`src/rtl/msrv32_store_unit.sv`:
```
// Store unit for the msrv32 core: aligns store data and byte enables to the addressed lane,
// issues one registered write on the data-memory bus and reports done, bus error or timeout.
module msrv32_store_unit #(
    parameter int TIMEOUT_CYCLES = 15
) (
    input  logic        ms_riscv32_mp_clk_in,
    input  logic        ms_riscv32_mp_rst_in,
    input  logic        store_req_in,
    input  logic [1:0]  load_size_in,
    input  logic [31:0] iadder_in,
    input  logic [31:0] rs2_in,
    input  logic        ahb_ready_in,
    input  logic        ahb_resp_in,
    output logic        ms_riscv32_mp_dmwr_req_out,
    output logic [31:0] ms_riscv32_mp_dmaddr_out,
    output logic [31:0] ms_riscv32_mp_dmdata_out,
    output logic [3:0]  ms_riscv32_mp_dmwr_mask_out,
    output logic        store_busy_out,
    output logic        store_done_out,
    output logic        store_err_out,
    output logic [1:0]  err_code_out
);

    typedef enum logic {
        S_IDLE,
        S_WAIT
    } state_t;

    localparam logic [7:0] TIMEOUT_LAST = 8'(TIMEOUT_CYCLES - 1);

    state_t      state;
    state_t      state_next;
    logic [7:0]  timeout_cnt;
    logic [7:0]  cnt_next;
    logic        req_next;
    logic [31:0] addr_next;
    logic [31:0] data_next;
    logic [3:0]  mask_next;
    logic        done_next;
    logic        err_next;
    logic [1:0]  code_next;
    logic [31:0] aligned_data;
    logic [3:0]  aligned_mask;
    logic        legal;

    // Lane replication and byte enables for the incoming request, plus its legality
    always_comb begin
        aligned_data = rs2_in;
        aligned_mask = 4'b1111;
        legal        = 1'b0;
        case (load_size_in)
            2'b00: begin
                aligned_data = {4{rs2_in[7:0]}};
                aligned_mask = 4'b0001 << iadder_in[1:0];
                legal        = 1'b1;
            end
            2'b01: begin
                aligned_data = {2{rs2_in[15:0]}};
                aligned_mask = iadder_in[1] ? 4'b1100 : 4'b0011;
                legal        = ~iadder_in[0];
            end
            2'b10: begin
                legal = (iadder_in[1:0] == 2'b00);
            end
            default: begin
                legal = 1'b0;
            end
        endcase
    end

    // Next state and next values of every registered output
    always_comb begin
        state_next = state;
        cnt_next   = timeout_cnt;
        req_next   = ms_riscv32_mp_dmwr_req_out;
        addr_next  = ms_riscv32_mp_dmaddr_out;
        data_next  = ms_riscv32_mp_dmdata_out;
        mask_next  = ms_riscv32_mp_dmwr_mask_out;
        done_next  = 1'b0;
        err_next   = 1'b0;
        code_next  = err_code_out;
        case (state)
            S_IDLE: begin
                if (store_req_in) begin
                    if (legal) begin
                        state_next = S_WAIT;
                        cnt_next   = 8'd0;
                        req_next   = 1'b1;
                        addr_next  = {iadder_in[31:2], 2'b00};
                        data_next  = aligned_data;
                        mask_next  = aligned_mask;
                        code_next  = 2'b00;
                    end else begin
                        err_next  = 1'b1;
                        code_next = 2'b01;
                    end
                end
            end
            S_WAIT: begin
                // Ready wins over an expiring timeout on the same edge
                if (ahb_ready_in) begin
                    state_next = S_IDLE;
                    req_next   = 1'b0;
                    if (ahb_resp_in) begin
                        err_next  = 1'b1;
                        code_next = 2'b10;
                    end else begin
                        done_next = 1'b1;
                    end
                end else if (timeout_cnt == TIMEOUT_LAST) begin
                    state_next = S_IDLE;
                    req_next   = 1'b0;
                    err_next   = 1'b1;
                    code_next  = 2'b11;
                end else if (timeout_cnt != 8'hFF) begin
                    cnt_next = timeout_cnt + 8'd1;
                end
            end
            default: begin
                state_next = S_IDLE;
            end
        endcase
    end

    always_ff @(posedge ms_riscv32_mp_clk_in or negedge ms_riscv32_mp_rst_in) begin
        if (!ms_riscv32_mp_rst_in) begin
            state                       <= S_IDLE;
            timeout_cnt                 <= 8'd0;
            ms_riscv32_mp_dmwr_req_out  <= 1'b0;
            ms_riscv32_mp_dmaddr_out    <= 32'd0;
            ms_riscv32_mp_dmdata_out    <= 32'd0;
            ms_riscv32_mp_dmwr_mask_out <= 4'd0;
            store_done_out              <= 1'b0;
            store_err_out               <= 1'b0;
            err_code_out                <= 2'b00;
        end else begin
            state                       <= state_next;
            timeout_cnt                 <= cnt_next;
            ms_riscv32_mp_dmwr_req_out  <= req_next;
            ms_riscv32_mp_dmaddr_out    <= addr_next;
            ms_riscv32_mp_dmdata_out    <= data_next;
            ms_riscv32_mp_dmwr_mask_out <= mask_next;
            store_done_out              <= done_next;
            store_err_out               <= err_next;
            err_code_out                <= code_next;
        end
    end

    assign store_busy_out = (state == S_WAIT);

endmodule

```
`config.mk`:
```
export PLATFORM = sky130hd
export DESIGN_NAME = msrv32_store_unit
export DESIGN_NICKNAME = d
export VERILOG_FILES = /design/src/rtl/msrv32_store_unit.sv
export SDC_FILE = /design/constraint.sdc
export NUM_CORES = 1
export LEC_CHECK = 0
export ABC_AREA = 0
export CORE_ASPECT_RATIO = 0.75
export CORE_MARGIN = 2
export CORE_UTILIZATION = 55
export DETAILED_ROUTE_END_ITERATION = 10
export DONT_BUFFER_PORTS = 1
export GPL_TIMING_DRIVEN = 0
export HOLD_SLACK_MARGIN = 0.02
export PLACE_DENSITY_LB_ADDON = 0.05
export SLEW_MARGIN = 20
export SYNTH_ARGS = -nofsm -noshare
export SYNTH_HDL_FRONTEND = slang
export SYNTH_SLANG_ARGS = --single-unit
```
`constraint.sdc`:
```
create_clock -name ms_riscv32_mp_clk_in -period 2.19 [get_ports ms_riscv32_mp_clk_in]
set_clock_uncertainty 0.2 [all_clocks]
set_input_delay 0.219 -clock ms_riscv32_mp_clk_in [delete_from_list [all_inputs] [get_ports ms_riscv32_mp_clk_in]]
set_output_delay 0.219 -clock ms_riscv32_mp_clk_in [all_outputs]
set_load 0.005 [all_outputs]
```
# Word level (Yosys, flattened, before mapping)
# Index checks and enable logic that the tools add are counted.
# classes
addsub,1
eq_ne,11
n_shift,1
n_mux,35
n_bitwise,2
n_reduce_logical,6
# op_table
operator,n
$pmux W32 S2,1
$mux W8,5
$mux W1,17
$pmux W8 S2,1
$reduce_and A3 Y1,3
$add A8 B1 Y8 const B,1
$eq A8 B4 Y1 const B,1
$mux W2,4
$ne A2 B2 Y1 const B,4
$ne A8 B8 Y1 const B,1
$pmux W4 S2,1
$pmux W1 S2,3
$reduce_and A5 Y1,1
$logic_not A2 Y1,2
$mux W4,1
$pmux W2 S2,1
$shl A1 B2 Y4 const A,1
$ne A3 B2 Y1 const B,1
$ne A3 B3 Y1 const B,1
$pmux W1 S3,1
$eq A2 B1 Y1 const B,1
$eq A2 B2 Y1 const B,1
$ne A2 B1 Y1 const B,1
$not A1 Y1,2
# word_totals
register_bits,80
in_bits,71
out_inout_bits,74
word_cells,65

# Longest topological paths before layout
# depth
ltp_word,5
ltp_mapped,7
ltp_nobuf,6

# Worst setup path before layout
# OpenSTA, ideal clock, no wires.
# synth_timing
kind,reg-to-reg
start,register timeout_cnt[0]
end,register timeout_cnt[3]
setup_ns,0.140
arrival_time_ns,1.409
required_ns,1.850
slack_ns,0.441
path_stages_with_launch,8
path_buffers,1
synth_period_minus_slack_ns,1.749
path_cell_list,dfrtp_1 > inv_1 > ha_1 > nand4b_1 > o21ai_1 > buf_4 > o311ai_0 > o41ai_1
# synth_between
elab_chain_cells,5
word_cells_on_any_way,10
classes_between,1 x add/sub; 4 x eq/ne; 4 x mux; 1 x reduce/logical
# synth_rtl
element,line,text
from (decl),33,logic [7:0] timeout_cnt;
from (signal assigned),138,timeout_cnt <= cnt_next;
$add A8 B1 Y8,116,cnt_next = timeout_cnt + 8'd1;
$mux W8,115,end else if (timeout_cnt != 8'hFF) begin
$mux W8,110,end else if (timeout_cnt == TIMEOUT_LAST) begin
$mux W8,101,if (ahb_ready_in) begin
$pmux W8 S2,82,case (state)
# Several ways; a longest one is shown, not always the timed one. The select of a mux whose other input is x is not followed.
# A chain may end at the register's enable or synchronous reset.

# Worst setup path after layout
# layout_timing
start,register timeout_cnt[4]
end,register ms_riscv32_mp_dmwr_req_out
# layout_between
elab_chain_cells,3
# layout_rtl
element,line,text
$eq A8 B4 Y1,110,
$ne A3 B2 Y1 (no source line),--,
$reduce_and A3 Y1 (no source line),--,
to (signal assigned),139,ms_riscv32_mp_dmwr_req_out <= req_next;
to (decl),14,"output logic ms_riscv32_mp_dmwr_req_out,"
# Every way passes these cells.

==> summary.txt <==
Timing
  – TNS Setup: 0 ns
  – Ratio of final minimum period to clock period: 95.83%
  – Worst slew pin tran: between 0.6 and 0.7 ns
  – Hold slack: -0.6369 ns
  – Final hold viol count: 80
  – Minimum clock period: 2.099 ns
  – RSZ-0062 raised after global routing: no
  – # setup viols final: 0
  – Relative slew margins: 56.66%
  – Achievable Freq: 476.5 MHz
  – Fin. max-slew vios: 0

Detailed routing
  – Via density: 5.730
  – DR top layer: met5
  – DR DRC count: 0
  – Final wirelength: 9.670 mm
  – Via count: 2756
  – M1 WL: 4.236 mm
  – Drt first-iter violations: ~130
  – Post-route ant nets: 0
  – WL per Instance: approximately 20 µm
  – Met3 wire length: 988 µm
  – Met2 Wirelength: 4.307 mm
  – 1st-pass router iterations: 4

Clock network
  – Clock Path Buffers: 2
  – Worst-Skew Late Latency: 0.34 ns
  – CTS Hold Bufs: 73
  – H-tree level count: 3
  – CTS root buffer: clkbuf_8
  – Worst-path clk slew: 0.08 ns
  – CTS tree: yes
  – CTS sink count: 80
  – Total CTS buffers: 9

GRT
  – Total GRT Usage: 26.97%
  – Initial antenna violation count: 1
  – Largest net degree at the start of global routing: 81
  – GRT overflow: 0
  – Vias in the first global route: between 2000 and 3000
  – First-pass GRT wire length: 15.10 mm

Synthesis
  – Yosys warning count: 0
  – Ys async rst share: 100.0%
  – Synthesis-stage register bit count: 80
  – Complex-gate fraction of the synthesized area: 10.22%
  – Post-Synth Adder-Cell Area: less than 1%
  – Post-synthesis share of cell area spent on and, or, nand and nor gates: 8.660%
  – Mux cell area share after synthesis: 22.09%
  – Post-synthesis sequential area ratio: 54.13%
  – Synthesized area: 3699 µm²
  – Syn Inst Count: 307
  – Largest family of logic cells by synthesized area: multiplexers
  – EDFF count, synth: 0
  – Avg Inst Size Synth: between 10 and 15 µm²
  – Post-synthesis cell type count: 35
  – XOR/XNOR Fraction of Synth Area: 0%
  – Ys flop type: dfrtp_1

Finish
  – Commonest non-fill, non-tap cell in the layout: dfrtp_1
  – Nets: 469
  – Ant. Diodes: 0
  – Most frequent cells in the layout: dfrtp_1 (79), dlygate4sd3_1 (73), mux2_4 (37), o21ai_0 (36), nand2_1 (35)
  – Util after Layout: 74.56%
  – Layout Cells excl Fill: approximately 480
  – Fillers: 429
  – Area grow syn2layout: 29.26%
  – Design area: between 4000 and 5000 µm²
  – Proportion of layout cells with a drive suffix above 1: 20.00%

Run status
  – Status: finished with violations
  – Failing checks: hold timing

Critical path
  – Worst setup SP type: register
  – Critical setup path kind: register to register
  – Worst path required time: 2.22 ns
  – Worst-path fanout max: 6
  – Critical path arrival: between 2 and 2.5 ns
  – Crit. End Element: register

Floorplan
  – Row cnt: 25
  – Initial Utilization: between 50% and 60%
  – Core ar.: 6412 µm²
  – Die X: 98.69 µm
  – Die area: 7403 µm²
  – Boundary Pins: 145
  – Chip Height: 75.02 µm

Placement
  – Dpl hpwl: roughly 6.0 mm
  – I/O Buffers: 0
  – GPL Wtd Cong: around 0.79
  – Post-Place Cells: between 300 and 400
  – DP Area: 3804 µm²

Power and ir drop
  – Pwr/cell area: 867.0 nW/µm²
  – Peak VDD IR: 0.4519 mV
  – Total leakage power: 2.263 nW

Hold path
  – Worst Hold Class: input port to async pin

Flow run
  – MaxCap Viol Count: 0
==> cell usage after synthesis (2+ instances only) <==
master    number  area (µm²)
a21oi_1       13       65.06
and3_1         2       12.51
buf_2          8       40.04
buf_4          5       37.54
buf_6          4       45.04
clkbuf_1       2       7.510
dfrtp_1       80        2002
ha_1           2       25.02
inv_1          6       22.52
mux2_4        37       555.5
mux2i_1       25       250.2
nand2_1       35       131.4
nand3_1        4       20.02
nand3b_1       2       15.01
nand4_1        2       12.51
nor2_1        14       52.55
o211ai_1       8       60.06
o21ai_0       36       180.2
o31ai_1        3       22.52
o41ai_1        2       17.52
or3_1          3       18.77
==> final cells by class <==
class	instances	area (µm²)	share of cell area, %
plain buffers	19	130.1	2.722
clock buffers	9	123.9	2.591
clock inverters	6	83.83	1.753
inverters	6	22.52	0.4711
multi-input cells	203	1555	32.53
flip-flops and latches	80	2003	41.90
well taps	81	101.3	2.120
repair buffers	77	760.7	15.91
==> metal layers <==
layer / track usage (%) / vias to the layer above
met5: 0 / -
met4: 5.479 / 2
met3: 12.16 / 13
met2: 40.82 / 139
met1: 36.71 / 1339
li1: - / 1263
==> repair_timing <==
| item | 4_1_cts | 5_1_grt |
|---|---|---|
| gates resized for setup | 0 | 3 |
| hold endpoints to repair | 152 | 80 |
| setup buffers | 0 | 4 |
| endpoints found under the setup margin | 0 | 1 |
==> sequential cells by signal, indices dropped and copies added, names as in the netlist <==
name                         flops
ms_riscv32_mp_dmdata_out        32
store_busy_out                   1
err_code_out                     2
ms_riscv32_mp_dmaddr_out        30
timeout_cnt                      8
store_err_out                    1
ms_riscv32_mp_dmwr_req_out       1
ms_riscv32_mp_dmwr_mask_out      4
store_done_out                   1
==> stage by stage <==
step	setup slack [ns]	power (mW)
2_1_floorplan	0.4410	2.643
3_3_place_gp	0.2954	2.803
3_5_place_dp	0.2776	2.833
4_1_cts	0.04782	4.124
5_1_grt	0.006243	4.362
6_report	0.09125	4.145
==> cell families after synthesis <==
kind of cell,count (synthesis)
compound gates,66
fa+ha+maj,2
buf+inv,25
flops,80
mux,63
other cells,1
simple gates,70
==> where the power goes <==
group          switching (mW)  internal, mW  total (mW)
Combinational           0.319         0.510       0.829
Sequential              0.327          1.83        2.16
Clock                   0.524         0.634        1.16
Total                    1.17          2.97        4.15
==> worst paths after layout <==
kind | startpoint | end | slack (ns) | cells past startpoint
setup reg to reg | timeout_cnt[4] | ms_riscv32_mp_dmwr_req_out | 0.09 | 5
setup / recovery | timeout_cnt[4] | ms_riscv32_mp_dmwr_req_out | 0.09 | 5
max in group asynchronous | ms_riscv32_mp_rst_in | timeout_cnt[0] | 2.31 | 0
hold reg to reg | ms_riscv32_mp_dmdata_out[26] | ms_riscv32_mp_dmdata_out[26] | 0.32 | 2
min in group ms_riscv32_mp_clk_in | iadder_in[0] | store_err_out | 0.03 | 2
hold / removal | ms_riscv32_mp_rst_in | ms_riscv32_mp_dmaddr_out[13] | -0.64 | 0
==> critical path, cell delays in order, from the launching register on <==
cell	delay, ns
dfrtp_1	0.44
or3_4	0.44
nor2_2	0.15
o31a_1	0.14
a21oi_1	0.04
dlygate4sd3_1	0.58
Power figures use the tool's default switching activity.
